**src/rtl/ring_arb_pkg.sv**
```systemverilog
// ============================================================================
// Module   : ring_arb_pkg
// Brief    : Shared types, defaults and helpers for the ring round-robin arbiter
// Revision : 1.0 - initial release
// ============================================================================
`default_nettype none

package ring_arb_pkg;

   localparam int c_DEFAULT_N        = 4;
   localparam int c_DEFAULT_MAX_HOLD = 8;

   typedef logic [0:0] state_t;
   localparam state_t c_IDLE = 1'b0;
   localparam state_t c_BUSY = 1'b1;

   // Zero in maps to zero out, so an empty grant reads back as index 0.
   function automatic logic [31:0] onehot_to_idx(input logic [31:0] oh);
      logic [31:0] idx;
      idx = '0;
      for (int i = 0; i < 32; i++) begin
         if (oh[i]) idx = idx | 32'(i);
      end
      return idx;
   endfunction

endpackage

`default_nettype wire

```
**src/rtl/ring_arb_pick.sv**
```systemverilog
// ============================================================================
// Module   : ring_arb_pick
// Brief    : Combinational circular priority picker starting at a one-hot token
// Revision : 1.0 - initial release
// ============================================================================
`default_nettype none

module ring_arb_pick
   import ring_arb_pkg::*;
#(
   parameter int N = c_DEFAULT_N
) (
   input  logic [N-1:0] req,
   input  logic [N-1:0] token,
   output logic [N-1:0] pick
);

   logic [2*N-1:0] w_dbl_req;
   logic [2*N-1:0] w_dbl_gnt;

   // Subtracting the token from the doubled request clears the first set bit
   // at or above the token; the mask isolates it, folding the wrap half back.
   assign w_dbl_req = {req, req};
   assign w_dbl_gnt = w_dbl_req & ~(w_dbl_req - {{N{1'b0}}, token});
   assign pick      = w_dbl_gnt[N-1:0] | w_dbl_gnt[2*N-1:N];

endmodule

`default_nettype wire

```
**src/rtl/ring_rr_arbiter.sv**
```systemverilog
// ============================================================================
// Module   : ring_rr_arbiter
// Brief    : Round-robin arbiter with a rotating one-hot token and registered
//            grant; optional tenure limit under RING_ARB_HOLD_LIMIT_EN.
// Revision : 1.0 - initial release
// ============================================================================
`default_nettype none

module ring_rr_arbiter
   import ring_arb_pkg::*;
#(
   parameter int N        = c_DEFAULT_N,
   parameter int MAX_HOLD = c_DEFAULT_MAX_HOLD
) (
   input  logic                 clk,
   input  logic                 reset,
   input  logic [N-1:0]         req,
   output logic [N-1:0]         grant,
   output logic                 grant_valid,
   output logic [$clog2(N)-1:0] grant_id,
   output logic [N-1:0]         token,
   output logic                 revoke
);

   localparam int c_ID_W = $clog2(N);

   if (N < 2 || MAX_HOLD < 1) begin : g_bad_params
      $error("ring_rr_arbiter: N must be >= 2 and MAX_HOLD >= 1");
   end

   state_t       r_state;
   logic [N-1:0] r_grant;
   logic [N-1:0] r_token;

   logic         w_owner_req;
   logic         w_expire;
   logic         w_tenure_end;
   logic [N-1:0] w_masked_req;
   logic [N-1:0] w_next_token;
   logic [N-1:0] w_pick_idle;
   logic [N-1:0] w_pick_hand;

   assign w_owner_req  = |(req & r_grant);
   assign w_masked_req = req & ~r_grant;
   assign w_next_token = {r_grant[N-2:0], r_grant[N-1]};
   assign w_tenure_end = (r_state == c_BUSY) && (!w_owner_req || w_expire);

   ring_arb_pick #(.N(N)) u_pick_idle (
      .req   (req),
      .token (r_token),
      .pick  (w_pick_idle)
   );

   ring_arb_pick #(.N(N)) u_pick_hand (
      .req   (w_masked_req),
      .token (w_next_token),
      .pick  (w_pick_hand)
   );

   always_ff @(posedge clk) begin
      if (reset) begin
         r_state <= c_IDLE;
         r_grant <= '0;
         r_token <= N'(1);
      end else begin
         case (r_state)
            c_IDLE: begin
               r_grant <= w_pick_idle;
               if (|req) r_state <= c_BUSY;
            end
            c_BUSY: begin
               // Release and revoke share one path: rotate past the owner and
               // hand off in the same edge so no empty cycle appears.
               if (w_tenure_end) begin
                  r_token <= w_next_token;
                  r_grant <= w_pick_hand;
                  r_state <= (|w_pick_hand) ? c_BUSY : c_IDLE;
               end
            end
            default: begin
               r_state <= c_IDLE;
               r_grant <= '0;
            end
         endcase
      end
   end

`ifdef RING_ARB_HOLD_LIMIT_EN
   localparam int                c_HOLD_W    = $clog2(MAX_HOLD + 1);
   localparam logic [c_HOLD_W-1:0] c_HOLD_MAX  = c_HOLD_W'(MAX_HOLD);
   localparam logic [c_HOLD_W-1:0] c_HOLD_LAST = c_HOLD_W'(MAX_HOLD - 1);

   logic [c_HOLD_W-1:0] r_hold;
   logic                r_revoke;

   // r_hold counts completed cycles, so the current cycle is the last allowed
   // one once it reaches MAX_HOLD-1; it saturates when nobody else waits.
   assign w_expire = (r_hold >= c_HOLD_LAST) && (|w_masked_req);

   always_ff @(posedge clk) begin
      if (reset) begin
         r_hold   <= '0;
         r_revoke <= 1'b0;
      end else begin
         r_revoke <= (r_state == c_BUSY) && w_owner_req && w_expire;
         if (r_state != c_BUSY || w_tenure_end) begin
            r_hold <= '0;
         end else if (r_hold < c_HOLD_MAX) begin
            r_hold <= r_hold + 1'b1;
         end
      end
   end

   assign revoke = r_revoke;
`else
   assign w_expire = 1'b0;
   assign revoke   = 1'b0;
`endif

   assign grant       = r_grant;
   assign grant_valid = |r_grant;
   assign grant_id    = c_ID_W'(onehot_to_idx(32'(r_grant)));
   assign token       = r_token;

endmodule

`default_nettype wire
```
**config.mk**
```make
export PLATFORM = sky130hd
export DESIGN_NAME = ring_rr_arbiter
export DESIGN_NICKNAME = d
export VERILOG_FILES = /design/src/rtl/ring_arb_pkg.sv /design/src/rtl/ring_arb_pick.sv /design/src/rtl/ring_rr_arbiter.sv
export SDC_FILE = /design/constraint.sdc
export NUM_CORES = 1
export LEC_CHECK = 0
export ABC_AREA = 1
export CAP_MARGIN = 20
export CORE_ASPECT_RATIO = 0.9
export CORE_MARGIN = 4
export CORE_UTILIZATION = 45
export CTS_CLUSTER_DIAMETER = 50
export DETAILED_ROUTE_END_ITERATION = 6
export GPL_ROUTABILITY_DRIVEN = 0
export PLACE_DENSITY_LB_ADDON = 0.25
export SYNTH_ARGS = -nofsm -noshare
export SYNTH_HDL_FRONTEND = slang
export SYNTH_SLANG_ARGS = --single-unit
export TNS_END_PERCENT = 100
```
**constraint.sdc**
```tcl
create_clock -name clk -period 2.2 [get_ports clk]
set_clock_uncertainty 0.15 [all_clocks]
set_input_delay 0.33 -clock clk [delete_from_list [all_inputs] [get_ports clk]]
set_output_delay 0.33 -clock clk [all_outputs]
set_load 0.02 [all_outputs]
```
==> qor.txt <==
Startpoint Class - input pin
post-route core utilization - 66.6%
clock sinks - 9
minimum clock period - 2040 ps
Final Cycle Share - 92.6%
vias in the first global route - 1,035
cell area after synthesis - 948 sq um
initial antenna violation count - 0
Yosys cell types - 29
most frequent cells in the layout - 30 x nand2_1, 19 x inv_1, 18 x buf_4
# IOs - 18
Hold/Removal Path Class - flop to flop
Routed Wire Length - 2610 microns
CTS tree - done
Final Non-Filler Cells - 204
Net count, final - 194
final slew viol count - 0
Hold Vio Cnt, Final - 0
XOR/XNOR Fraction of Synth Area - 1.85%
multiplexer area fraction after synthesis - 0%
DP HPWL - 2240 microns
Clk Latency, worst-skew pair - 270 ps
Min-Delay Startpoint - token[2]$_SDFFE_PP0P_
yosys warns - 0
die area - 2910 sq um
unrepaired setup endpoints after global routing - no
PD cells - 844 nW/um^2
via/cell ratio - 5.12
Net Count, Synth - 156
crit-path leading delay family - buffers and inverters
Yosys reg bits - 9
Reg area - 180 sq um
Post-Synth Adder-Cell Area - 12.1%
# Max-Cap Violations - 0
Final ANT Viol Nets - 0
worst path cell trace - clkdlybuf4s50_1, nand2_2, inv_1, ha_1, a21oi_1, nor2_1, nor2_1, nand3_1, nand2_1, nand2_1, a21oi_2
Vert. Die Dim - 51.6 microns
Simple-Gate Fraction of Synth Area - 36.9%
critical path buffer and inverter count - 2
post-synthesis cell count - 142
layout cells sized above 1 - 25.1%
critical path class - input pin to flop
Cell Count Post-Placement - 200
grt ovf - 0
die width - 56.4 microns
core footprint - 1950 sq um
WHS Path Cells - 2
crit-path max FO - 3
clk root buf - clkbuf_4
Hold Buf Count CTS - 0
Initial DRT Pass Iterations - 4
maximum vdd drop - 0.636 mV
slowest CP cell - clkdlybuf4s50_1
endpoints failing setup - 0
clock tree buffer depth - 2
Leakage Power - 0.000659 uW
CTS H-tree depth - 1
port buffer count - 16
commonest non-fill, non-tap cell in the layout - nand2_1
status - completed
Synth Area in Compound Gates - 18.6%
CTS buffer count - 3
Fmax - 491 MHz
critical path arrival - 2090 ps
CTS clk-pin slew, worst paths - 60 ps
final instance area - 1300 sq um
CP Depth - 11
pin count of the biggest net entering global routing - 11
final hold slack - 345 ps
Post-DP Area - 1270 sq um
global-route wire length before repair - 4550 microns
number of remaining DRC errors - 0
worst r2r src - grant[2]$_SDFFE_PP0P_
Vias - 1,045
critical path data required time - 2250 ps
Worst path max stage delay - 550 ps
multi-input logic area - 663 sq um
CP startpoint - req[2]
Avg Cell Area, Syn - 6.68 sq um
largest family of logic cells by synthesized area - simple AND/OR/NAND/NOR gates
Initial Utilization - 48.6%
Site Rows - 15
Fill cells - 185
initial drt markers - 24
Worst setup EP type - flop
synthesis-to-finish area growth - 37.1%
sequential area share after synthesis - 19.0%
per-cell routed wire length - 12.8 microns
# diodes - 0
R2R cell count - 11
GRT Total Usage - 19.8%
==> flip-flops by register name, indices dropped and copies added (netlist names) <==
name and cells:
grant 4, token 4, r_state 1
==> cell type report <==
type,count,area share [%]
tap,25,2.41
clock inverter,1,0.385
timing repair buffer,34,23.1
multi-input combinational,106,51.0
sequential,9,13.9
inverter,26,7.51
clock buffer,3,1.73
==> cell families after synthesis <==
logic type,Yosys count
simple gates,70
buf+inv,27
compound gates,25
flops,9
fa+ha+maj,8
xor+xnor,2
other cells,1
==> layer usage <==
metal	vias up	wire, microns	GRT usage [%]
met3	2	107	3.72
li1	531	-	-
met2	24	1310	34.4
met5	-	0	0
met4	0	16	3.56
met1	488	1190	25.8
==> report_power, final <==
part	switching (uW)	internal (uW)	total (uW)
logic	421	321	741
clock network	60.8	67.1	128
registers	30.9	196	227
total	513	584	1100
==> tightest hold or removal path, delay by kind of cell (launching register included) <==
kind | cells | cell delay [ps]
flops | 1 | 310
buf+inv | 1 | 80
compound gates | 1 | 60
==> cells in the mapped netlist, drive strengths merged <==
| cell | n | area [sq um] |
|---|---|---|
| a21boi | 1 | 11.3 |
| a21oi | 10 | 57.6 |
| a22oi | 1 | 7.51 |
| a31oi | 1 | 6.26 |
| buf | 1 | 7.51 |
| conb | 1 | 3.75 |
| dfxtp | 9 | 180 |
| fa | 2 | 40.0 |
| ha | 6 | 75.1 |
| inv | 26 | 97.6 |
| nand2 | 37 | 171 |
| nand3 | 13 | 75.1 |
| nand3b | 1 | 7.51 |
| nand4 | 4 | 25.0 |
| nor2 | 15 | 71.3 |
| o211ai | 1 | 7.51 |
| o21a | 2 | 15.0 |
| o21ai | 8 | 51.3 |
| o22ai | 1 | 20.0 |
| xnor2 | 1 | 8.76 |
| xor2 | 1 | 8.76 |
==> what timing repair did <==
item / 4_1_cts / 5_1_grt
resized for setup: 0 / 2
setup endpoints to repair: 0 / 2
buffers inserted: 0 / 0
==> worst paths after layout <==
path                                         endpoint  slack, ps
worst max-delay path            grant[1]$_SDFFE_PP0P_        160
worst min register to register  token[2]$_SDFFE_PP0P_        340
worst max register to register  grant[1]$_SDFFE_PP0P_        230
worst min-delay path            token[2]$_SDFFE_PP0P_        340
==> through the flow <==
step	setup WS [ps]	power, uW	setup TNS, ps
floorplan	276	691	0
global placement	-176	948	-373
detailed placement	-265	968	-628
CTS	16.2	1100	0
global route	44.7	1190	0
finish	162	1100	0
Power figures use the tool's default switching activity.
==> RTL change 1: new RTL, same flow settings <==
Build with the macro `RING_ARB_HOLD_LIMIT_EN` defined.
--- a/src/rtl/ring_rr_arbiter.sv
+++ b/src/rtl/ring_rr_arbiter.sv
@@ -6,4 +6,6 @@
 // ============================================================================
 `default_nettype none
+
+`define RING_ARB_HOLD_LIMIT_EN
 
 module ring_rr_arbiter
Behaviour: not the same (a bounded check fails within 10 cycles, from zero or initial values and one cycle with reset high).
==> RTL change 1 against the original RTL <==
  * Design area rose by 20%
  * Total power increased by 23%
  * Maximum frequency is 0.41% higher
  * Critical path type unchanged
  * Worst setup slack better by 0.0083 ns
  * Highest routed layer unchanged
  * Routed wire length up 18%
  * Clock power up 51%
  * Sequential cell count rose by 5
  * Synthesized cell count grew 20%
  * Synthesized area is 22% higher
  * Critical endpoint is now r_state
==> RTL change 1: results <==
set metrics [dict create \
    numClockSinks 14 \
    clockPowerShare_pct 14.4 \
    vias_in_the_first_global_route 1167 \
    regToRegSetupSlack_ns 0.28 \
    groute.layer.met2.usage_pct 30.8 \
    worstSkewPairLatency_ns 0.29 \
    clk_tree_area_share_pct 2.33 \
    sequential_cell_area_um2 280 \
    wl_met2_um 1520 \
    route.met3.wl_um 208 \
    pre_cts_slack_ns -0.134 \
    vdd.ir_drop.worst_v 0.000552 \
    layout.filler_cells 235 \
    area_share_nonclk_buffers_pct 21.0 \
    final.hold.worst_slack_ns 0.329 \
    dp_hpwl_um 2500 \
    design.final.nets 228 \
    synth_fa_ha_area_share_pct 11.0 \
    post_route_cells_drive_above_1_share_pct 20.3 \
    power_density_nw_per_um2 862 \
    detailedRoute.firstIterationViolations 53 \
    reg2reg_depth 14 \
    clk_pin_slew_ns 0.09 \
    grt_util_met3_pct 5.80 \
    post_synthesis_sequential_area_ratio_pct 24.2 \
    grt_first_pass_wirelength_um 5040 \
    layout.non_clock_inverters 31 \
    netlist-cell-type-count 26 \
    critPathMaxFanout 4 \
    routedLengthMet1_um 1330 \
    numPortBuffers 17 \
    synth.area.top_cells "sky130_fd_sc_hd__dfxtp_1 24%, sky130_fd_sc_hd__nand2_1 15%, sky130_fd_sc_hd__inv_1 8.4%, sky130_fd_sc_hd__ha_1 7.6%, sky130_fd_sc_hd__nand2_4 5.8%" \
    critical-path-max-stage-delay_ns 0.59 \
    vias_cell 5.02 \
    post_synth_top_cells "45 x sky130_fd_sc_hd__nand2_1, 26 x sky130_fd_sc_hd__inv_1, 14 x sky130_fd_sc_hd__dfxtp_1" \
    rr_endpoint "r_state" \
    multi_input_cells 125 \
    global_routing_met1_resource_utilization_pct 25.0 \
    run_status "finished clean" \
    synth_xor_area_share_pct 3.02 \
    synth_compound_gate_area_share_pct 12.2 \
    global_route.usage.total_pct 19.4 \
]
==> RTL change 1: cell count changes after synthesis, sizes merged, moves of 2 or more <==
cell / change
a31oi: +2
nor2: -3
dfxtp: +5
xor2: +2
nand4: +2
o21a: -2
nand2: +17
inv: +5
==> RTL change 1: worst max-delay path by stage <==
stage	end	startpoint	slack [ns]	cells past startpoint
after floorplan	r_state	grant[3]	0.18	12
after global placement	r_state	req[3]	-0.07	12
after detailed placement	r_state	req[1]	-0.13	11
after CTS	grant_valid	grant[2]	0.17	3
after global routing	r_state	req[0]	0.004	13
final	r_state	req[1]	0.17	11
==> RTL change 1: metrics by stage <==
stage	cell area [um^2]	util (%)	cells
6_report	1560	63.2	240
5_1_grt	1560	63.2	240
4_1_cts	1560	63.2	240
3_5_place_dp	1520	61.7	236
3_3_place_gp	1520	61.7	236
2_1_floorplan	1160	-	170
==> RTL change 1: worst register-to-register path: stages, from the launching register on <==
cell	delay [ns]
sky130_fd_sc_hd__dfxtp_1	0.43
sky130_fd_sc_hd__inv_2	0.11
sky130_fd_sc_hd__nand2_2	0.08
sky130_fd_sc_hd__inv_1	0.06
sky130_fd_sc_hd__ha_1	0.31
sky130_fd_sc_hd__nand2_1	0.08
sky130_fd_sc_hd__nand2_1	0.06
sky130_fd_sc_hd__inv_1	0.07
sky130_fd_sc_hd__nand2_1	0.06
sky130_fd_sc_hd__nand2_1	0.06
sky130_fd_sc_hd__nand3_1	0.10
sky130_fd_sc_hd__nand2_1	0.09
sky130_fd_sc_hd__nand3_1	0.08
sky130_fd_sc_hd__nand2_1	0.06
sky130_fd_sc_hd__inv_1	0.03
==> RTL change 2: new RTL, config.mk and constraints unchanged <==
Made on the original files. `c_DEFAULT_N`: 4 -> 8.
--- a/src/rtl/ring_arb_pkg.sv
+++ b/src/rtl/ring_arb_pkg.sv
@@ -8,5 +8,5 @@
 package ring_arb_pkg;
 
-   localparam int c_DEFAULT_N        = 4;
+   localparam int c_DEFAULT_N        = 8;
    localparam int c_DEFAULT_MAX_HOLD = 8;
 
Interface: changed (resized grant, grant_id, req and token); port bits go from 18 to 31. The function was not compared with the original's and may differ.
==> RTL change 2 against the original RTL <==
  * Synthesized area increased by 110%
  * Non-clock buffer count up 63
  * Design area up 140%
  * Worst setup slack got worse by 0.15 ns
  * Final cell count rose to 2.5 times the old value
  * Count of clock-buffer cells in the layout rose by 1
  * Sequential power rose by 120%
  * Total power increased to 3.1 times the old value
  * Critical path depth is 2 higher
  * Routed wire length rose to 2.9 times the old value
  * Sequential cell count rose by 8
  * Highest routed layer unchanged
==> RTL change 2: results <==
set metrics [dict create \
    wl_per_cell_um 14.6 \
    grt_first_pass_wirelength_um 11700 \
    clock-root-buffer "sky130_fd_sc_hd__clkbuf_8" \
    critPathMaxFanout 5 \
    switching_pwr_mw 1.73 \
    post_route_cells_drive_above_1_share_pct 34.8 \
    run_status "finished clean" \
    family_of_cells_with_the_greatest_summed_delay_on_the_critical_path "simple AND/OR/NAND/NOR gates" \
    grt_start_max_net_pins 15 \
    clockPowerShare_pct 7.0 \
    design.final.nets 480 \
    post_synth_top_cells "95 x sky130_fd_sc_hd__nand2_1, 51 x sky130_fd_sc_hd__inv_1, 42 x sky130_fd_sc_hd__nand3_1" \
    vdd.ir_drop.worst_v 0.000704 \
    worst_ep_arrival_time_ns 2.18 \
    critical-path-max-stage-delay_ns 0.46 \
    final_cell_count_no_fill 514 \
    netlist-cell-type-count 35 \
    vias 2812 \
    syn_avg_cell_area_um2 5.67 \
    drt-pass1-iter-count 6 \
    vias_in_the_first_global_route 2536 \
    global_route.usage.total_pct 25.4 \
    crit-reg2reg-launch "grant[4]" \
    numPortBuffers 29 \
    dp_hpwl_um 5680 \
]
-- RTL change 2: cell types whose count changed after synthesis, sizes merged, moves of 14 or more --
cell	unedited run	this run
nand3	13	43
nand2	37	103
nor2	15	37
inv	26	65
a21oi	10	24
-- RTL change 2: tightest hold or removal path, delay by kind of cell, from the launching register on --
kind / cells / cell delay [ns]
compound gates: 1 / 0.07
buf+inv: 1 / 0.09
flops: 1 / 0.32
-- RTL change 2: area by class of cell --
class / instances / area share (%)
clock buffer: 4 / 1.42
inverter: 66 / 7.91
multi-input combinational: 270 / 52.1
sequential: 17 / 11.1
tap: 60 / 2.37
timing repair buffer: 97 / 25.1
-- RTL change 2: logic make-up after synthesis --
logic type	share of synthesized area, %
xor+xnor	3.03
fa+ha+maj	9.65
buf+inv	13.5
flops	16.8
simple gates	43.5
other cells	0.185
compound gates	13.3
-- RTL change 2: through the flow --
step | setup WS, ns | power, mW | area, um^2 | hold WS, ns
floorplan | 0.0159 | 1.86 | 2020 | 0.242
global placement | -0.429 | 2.81 | 2840 | 0.367
detailed placement | -0.468 | 2.84 | 2840 | 0.366
CTS | 0.00477 | 3.17 | 2970 | 0.391
global route | -0.110 | 3.71 | 3160 | 0.402
finish | 0.0139 | 3.45 | 3160 | 0.376
-- RTL change 2: worst paths after layout --
kind                    to  slack, ns  depth (start not counted)
setup / recovery   r_state       0.01                         13
hold / removal    token[3]       0.38                          2
setup reg to reg   r_state       0.10                         13
hold reg to reg   token[3]       0.38                          2
-- RTL change 2: metal layers --
layer  share of wire, %  track usage, %
met2                 44            40.4
met5                  0               0
met4                2.4            5.24
met3                 10            5.28
met1                 43            35.5
-- RTL change 2: what timing repair did --
action                     in CTS  in global routing
buffers inserted                2                  2
hold buffers                    0                  0
setup endpoints to repair       9                 15
resized for setup              20                 53
pin swaps                       4                 12
